==> src/rtl/q_pair_monitor_pkg.sv <==
// -----------------------------------------------------------------------------
// q_pair_monitor_pkg
// Shared types and constants for the q/q1 register-pair monitor.
//   qpm_state_t     : monitor FSM encoding (IDLE=0, ARM=1, CHECK=2, FAULT=3)
//   QPM_SETTLE_W    : width of the settle counter
//   qpm_settle_last : last settle-counter value spent in ARM before CHECK
// -----------------------------------------------------------------------------
package q_pair_monitor_pkg;

    typedef enum logic [1:0] {
        IDLE  = 2'd0,
        ARM   = 2'd1,
        CHECK = 2'd2,
        FAULT = 2'd3
    } qpm_state_t;

    localparam int QPM_SETTLE_W = 4;

    // A settle time of 0 behaves as 1, so ARM always lasts at least one cycle.
    function automatic logic [QPM_SETTLE_W-1:0] qpm_settle_last(input int settle_cyc);
        int eff;
        eff = (settle_cyc < 1) ? 1 : settle_cyc;
        return QPM_SETTLE_W'(eff - 1);
    endfunction

endpackage

==> src/rtl/qpm_sat_counter.sv <==
// -----------------------------------------------------------------------------
// qpm_sat_counter
// Saturating up-counter with synchronous clear; sticks at all-ones.
// Ports:
//   mclk  in  : clock
//   rst_n in  : synchronous active-low reset
//   clear in  : zero the count (priority over inc)
//   inc   in  : increment by one unless saturated
//   count out : registered count, W bits
// -----------------------------------------------------------------------------
module qpm_sat_counter #(
    parameter int W = 8
) (
    input  logic         mclk,
    input  logic         rst_n,
    input  logic         clear,
    input  logic         inc,
    output logic [W-1:0] count
);

    logic [W-1:0] count_r;

    // Count register: clear wins, then saturating increment.
    always_ff @(posedge mclk) begin
        if (!rst_n) begin
            count_r <= '0;
        end else if (clear) begin
            count_r <= '0;
        end else if (inc && (count_r != {W{1'b1}})) begin
            count_r <= count_r + W'(1);
        end else begin
            count_r <= count_r;
        end
    end

    assign count = count_r;

endmodule

==> src/rtl/q_pair_monitor.sv <==
// -----------------------------------------------------------------------------
// q_pair_monitor
// RTL observer for the dual-phase q/q1 writer pair. Samples the pins every
// edge, waits for d1 to settle, then checks q != d and q1 == !q each cycle.
// Violations pulse viol, bump a saturating count and set a sticky error that
// is cleared by a clr_req/clr_ack level handshake.
// Optional build macro: Q_PAIR_MONITOR_SVA_EN compiles in concurrent
// assertions for both pair rules and the clear handshake; logic is unchanged.
// Ports:
//   mclk, rst_n (sync, active-low), en, d, d1, q, q1, clr_req  : inputs
//   clr_ack, viol, sticky_err, viol_cnt[CNT_W], chk_cnt[CNT_W],
//   state_o[2]                                                 : outputs
// -----------------------------------------------------------------------------
module q_pair_monitor
    import q_pair_monitor_pkg::*;
#(
    parameter int SETTLE_CYC  = 2,
    parameter int CNT_W       = 8,
    parameter bit STOP_ON_ERR = 1'b0
) (
    input  logic             mclk,
    input  logic             rst_n,
    input  logic             en,
    input  logic             d,
    input  logic             d1,
    input  logic             q,
    input  logic             q1,
    input  logic             clr_req,
    output logic             clr_ack,
    output logic             viol,
    output logic             sticky_err,
    output logic [CNT_W-1:0] viol_cnt,
    output logic [CNT_W-1:0] chk_cnt,
    output logic [1:0]       state_o
);

    localparam logic [QPM_SETTLE_W-1:0] SETTLE_LAST = qpm_settle_last(SETTLE_CYC);

    logic                    s_d_r, s_d1_r, s_d1_prev_r, s_q_r, s_q1_r;
    qpm_state_t              state_r, state_nxt_s;
    logic [QPM_SETTLE_W-1:0] settle_cnt_r, settle_nxt_s;
    logic                    clr_ack_r, viol_r, sticky_r;
    logic                    d1_chg_s, check_s, viol_s, clr_fire_s, viol_hit_s;

    // Input sample stage; s_d1_prev_r lets us spot a d1 change.
    always_ff @(posedge mclk) begin
        if (!rst_n) begin
            s_d_r       <= 1'b0;
            s_d1_r      <= 1'b0;
            s_d1_prev_r <= 1'b0;
            s_q_r       <= 1'b0;
            s_q1_r      <= 1'b0;
        end else begin
            s_d_r       <= d;
            s_d1_r      <= d1;
            s_d1_prev_r <= s_d1_r;
            s_q_r       <= q;
            s_q1_r      <= q1;
        end
    end

    // Rule evaluation; a clear on the same edge suppresses the violation.
    always_comb begin
        d1_chg_s   = (s_d1_r != s_d1_prev_r);
        check_s    = (state_r == CHECK);
        viol_s     = check_s && ((s_q_r == s_d_r) || (s_q1_r == s_q_r));
        clr_fire_s = clr_req && !clr_ack_r;
        viol_hit_s = viol_s && !clr_fire_s;
    end

    // FSM next state and settle counter.
    always_comb begin
        state_nxt_s  = state_r;
        settle_nxt_s = settle_cnt_r;
        case (state_r)
            IDLE: begin
                settle_nxt_s = '0;
                if (en) begin
                    state_nxt_s = ARM;
                end else begin
                    state_nxt_s = IDLE;
                end
            end
            ARM: begin
                if (!en) begin
                    state_nxt_s = IDLE;
                end else if (d1_chg_s) begin
                    // d1 moved again: restart the settle window.
                    state_nxt_s  = ARM;
                    settle_nxt_s = '0;
                end else if (settle_cnt_r == SETTLE_LAST) begin
                    state_nxt_s = CHECK;
                end else begin
                    settle_nxt_s = settle_cnt_r + QPM_SETTLE_W'(1);
                end
            end
            CHECK: begin
                if (STOP_ON_ERR && viol_hit_s) begin
                    state_nxt_s = FAULT;
                end else if (!en) begin
                    state_nxt_s = IDLE;
                end else if (d1_chg_s) begin
                    state_nxt_s  = ARM;
                    settle_nxt_s = '0;
                end else begin
                    state_nxt_s = CHECK;
                end
            end
            FAULT: begin
                if (clr_fire_s) begin
                    state_nxt_s = IDLE;
                end else begin
                    state_nxt_s = FAULT;
                end
            end
            default: begin
                state_nxt_s  = IDLE;
                settle_nxt_s = '0;
            end
        endcase
    end

    // State, violation pulse, sticky flag and clear acknowledge registers.
    always_ff @(posedge mclk) begin
        if (!rst_n) begin
            state_r      <= IDLE;
            settle_cnt_r <= '0;
            viol_r       <= 1'b0;
            sticky_r     <= 1'b0;
            clr_ack_r    <= 1'b0;
        end else begin
            state_r      <= state_nxt_s;
            settle_cnt_r <= settle_nxt_s;
            viol_r       <= viol_hit_s;
            if (clr_fire_s) begin
                sticky_r <= 1'b0;
            end else if (viol_hit_s) begin
                sticky_r <= 1'b1;
            end else begin
                sticky_r <= sticky_r;
            end
            // Ack holds while req stays high, so a held req clears only once.
            if (clr_fire_s) begin
                clr_ack_r <= 1'b1;
            end else if (!clr_req) begin
                clr_ack_r <= 1'b0;
            end else begin
                clr_ack_r <= clr_ack_r;
            end
        end
    end

    qpm_sat_counter #(.W(CNT_W)) u_viol_cnt (
        .mclk  (mclk),
        .rst_n (rst_n),
        .clear (clr_fire_s),
        .inc   (viol_hit_s),
        .count (viol_cnt)
    );

    qpm_sat_counter #(.W(CNT_W)) u_chk_cnt (
        .mclk  (mclk),
        .rst_n (rst_n),
        .clear (clr_fire_s),
        .inc   (check_s),
        .count (chk_cnt)
    );

    assign clr_ack    = clr_ack_r;
    assign viol       = viol_r;
    assign sticky_err = sticky_r;
    assign state_o    = state_r;

`ifdef Q_PAIR_MONITOR_SVA_EN
    a_r4: assert property (@(posedge mclk) disable iff (!rst_n || state_o != CHECK)
        s_q_r != s_d_r);
    a_compl: assert property (@(posedge mclk) disable iff (!rst_n || state_o != CHECK)
        s_q1_r == !s_q_r);
    a_clr_ack: assert property (@(posedge mclk) disable iff (!rst_n)
        (clr_req && !clr_ack) |=> clr_ack);
`else
`endif

endmodule

==> config.mk <==
export PLATFORM = sky130hd
export DESIGN_NAME = q_pair_monitor
export DESIGN_NICKNAME = d
export VERILOG_FILES = /design/src/rtl/q_pair_monitor_pkg.sv /design/src/rtl/qpm_sat_counter.sv /design/src/rtl/q_pair_monitor.sv
export SDC_FILE = /design/constraint.sdc
export NUM_CORES = 1
export LEC_CHECK = 0
export ABC_CLOCK_PERIOD_IN_PS = 2200
export BUFFER_PORTS_ARGS = -buffer_cell sky130_fd_sc_hd__buf_4
export CORE_MARGIN = 4
export CORE_UTILIZATION = 54
export DETAILED_ROUTE_END_ITERATION = 10
export GPL_TIMING_DRIVEN = 0
export PLACE_DENSITY = 0.89
export SYNTH_ARGS = -nofsm -noshare
export SYNTH_HDL_FRONTEND = slang
export SYNTH_HIERARCHICAL = 1
export SYNTH_SLANG_ARGS = --single-unit
==> constraint.sdc <==
create_clock -name mclk -period 2.2 [get_ports mclk]
set_input_delay 0 -clock mclk [delete_from_list [all_inputs] [get_ports mclk]]
set_output_delay 0 -clock mclk [all_outputs]
set_load 0.01 [all_outputs]
==> results.ini <==
[clock_tree]
cts_max_level = 2
postCtsSetupBuffers = 0
worst_skew_pair.late_latency_ps = 340
cts_sinks = 30
tritoncts.num_buffers = 5
clock_root_cell = clkbuf_4
cts_max_path_buffers = 2
clock_tree_from_tritoncts = yes
clkSlewWorstSetupHoldPaths_ps = 100
postCtsResizedCells = 0

[power]
leakagePower_uw = 0.000817
post-layout-total-power_uw = 1080
ir_worst_vdd_mv = 0.530
power_density_mw_per_mm2 = 559

[drt]
drt-pass1-iter-count = 4
routed-via-count = 1448
via_density_per_instance = 5.98
routed_wire_length_per_instance_um = 14.8
totalWireLength_um = 3580
drc_errors = 0
detailedRoute.firstIterationViolations = 68
detail-route-antenna-nets = 0

[synth]
async_reset_ff_share_pct = 0
avg_cell_area_syn_um2 = 9.09
mappedNetlistArea_mm2 = 0.00154
synth_warnings = 6
synth_ff_type = dfxtp_1
number_of_nets_in_the_synthesized_netlist = 186
synth.distinct_cells = 38
synth_simple_gate_area_share_pct = 28.6
synth_top_family_by_area = simple AND/OR/NAND/NOR gates
synth_instances = 169
synth_mux_area_share_pct = 4.56
synth-adder-area-share_pct = 7.33
synthXorXnorAreaFrac_pct = 0.570
ys_seq_elements = 30
fraction_of_the_mapped_netlist_area_in_compound_gates_pct = 17.7
synth_enable_flop_cells = 0
seq_area_frac_synth_pct = 39.1

[timing]
setup_viol_count_final = 0
final-max-slew-violation-count = 0
timing_hold_violations_final = 0
unrepaired_setup_endpoints_after_global_routing = no
final_period_minus_worst_setup_slack_ps = 1950
post-route-period-util_pct = 88.8
worst_slack_ps = 246
final.setup_skew_ps = 11.3
timing.max_slew.rel_slack_pct = 64.8
setup_total_negative_slack_ps = 0
achievable-frequency_mhz = 512
worst_pin_slew_ps = 526

[worst_setup_path]
setup.worst_path.class = reg -> reg
cp_cell_sequence = ha_1 -> o2111ai_1 -> inv_1 -> nand4_1 -> a211oi_2 -> mux2i_1
worstPathMaxFanout = 9
cp_slowest_cell = dfxtp_1
worstSetupEndpointType = flop
worstSetupStartpointType = flop
worstPathArrival_ps = 2230
worst_ep_required_time_ps = 2470
stage_delay_of_the_slowest_cell_on_the_critical_path_ps = 450

[layout]
area.growth.synth_to_final_pct = 25.2
layout_common_cells = 30 x dfxtp_1, 28 x buf_4, 19 x nand2_1
finalNetCount = 227
final.fill_count = 203
seqCellArea_um2 = 601
antenna_fix_cells = 0
finalNonFillerCells = 242
final_common_cell = dfxtp_1
post_route_cells_drive_above_1_share_pct = 22.7
final_area_mm2 = 0.00192
multiInputGateArea_um2 = 902

[floorplanning]
dieWidth_um = 61.3
fp.dieArea_mm2 = 0.00376
io_pins = 29
die_y_um = 61.3
coreArea_mm2 = 0.00273
initial_cell_density_of_the_core_pct = 56.2
placement_rows = 19

[grt]
first_global_vias = 1422
globalRouteTotalUtil_pct = 22.7
grt_start_max_net_pins = 11
antenna_found_initial = 0
grt_overflow = 0
grt_pass1_wl_um = 6270

[placed_design]
place.port_buffers = 28
setup_slack_placement_ps = 288
hpwlAfterDp_um = 2650
final_weighted_congestion_of_routability_driven_global_placement = 0.941
place.detailed.instances = 228
placement.cell_area_mm2 = 0.00179

[min_path]
hold_path.class = in -> reg

[job]
max_cap_violations = 0

[run_status]
status = finished, final reports clean

-- worst max-delay path: cells and delay by family (launching register included) --
family                     cells  cell delay (ps)
muxes                          1              210
and+or+nand+nor                1              170
AOI/OAI and AO/OA              2              480
adders and majority gates      1              370
buffers and inverters          1              210
DFF                            1              450
-- logic make-up (layout without fill, tap and decap cells) --
logic type               after synthesis  after routing
adder cells (fa/ha/maj)                9              9
flip-flops                            30             30
AND/OR/NAND/NOR                       75             75
buffers and inverters                  9             51
multiplexers                           7              7
XOR/XNOR                               1              1
AO/OA/AOI/OAI                         38             38
-- final cells by class --
cell class	instances	share of cell area [%]
multi-input combinational	130	46.9
tap	31	2.02
clock buffer	8	4.10
inverter	8	1.56
sequential	30	31.2
timing repair buffer	34	14.0
buffer	1	0.195
-- stage by stage --
| step | hold slack, ps | util (%) |
|---|---|---|
| finish | 82.8 | 70.4 |
| global placement | 208 | 65.3 |
| global route | 71.7 | 70.4 |
| CTS | 73.1 | 70.4 |
| floorplan | 122 | - |
| detailed placement | 212 | 65.3 |
-- registers in the layout, indices dropped and copies added, names as in the netlist --
name              count
s_d1_r                1
s_d_r                 1
s_q_r                 1
viol                  1
sticky_err            1
s_d1_prev_r           1
u_chk_cnt/count       8
s_q1_r                1
state_o               2
clr_ack               1
u_viol_cnt/count      8
settle_cnt_r          4
-- worst paths after layout --
path,start,end,slack (ps),cells past startpoint
setup / recovery,state_o[1],u_viol_cnt/count[5],250,6
hold / removal,en,state_o[1],80,4
setup reg to reg,state_o[1],u_viol_cnt/count[5],250,6
hold reg to reg,s_d1_r,s_d1_prev_r,490,1
-- metal layers --
layer,track usage [%],vias up,share of wire (%)
met3,7.76,9,6.2
li1,-,702,-
met4,10.0,0,1.8
met1,25.4,690,41
met2,39.0,47,51
met5,0,-,0
-- what timing repair did --
action | 4_1_cts | 5_1_grt
setup endpoints to repair | 0 | 0
endpoints found under the hold margin | 6 | 0
hold buffers | 6 | 0
-- report_power, final --
part	internal, uW	switching (uW)
clock network	218	190
logic	51.0	55.6
registers	553	8.97
total	822	254
-- cells in the mapped netlist, types with 2 or more instances --
cell type  count  area (um2)
o21ai_0        4        20.0
and4_4         2        22.5
nand4_1        2        12.5
a21boi_2       2        22.5
ha_1           9         113
nor3_1         7        35.0
and4_1         8        70.1
a21oi_1       13        65.1
nand2b_1       8        50.1
nand2_1       19        71.3
mux2i_1        7        70.1
inv_1          8        30.0
and3_1         2        12.5
nor2b_1        6        37.5
a31oi_1        4        25.0
nor2_1         5        18.8
a211oi_2       2        25.0
nand3_1        3        15.0
a311oi_1       2        17.5
o22ai_1        2        12.5
and2_1         7        43.8
nor2b_2        2        17.5
dfxtp_1       30         601
(Power assumes the default switching activity.)
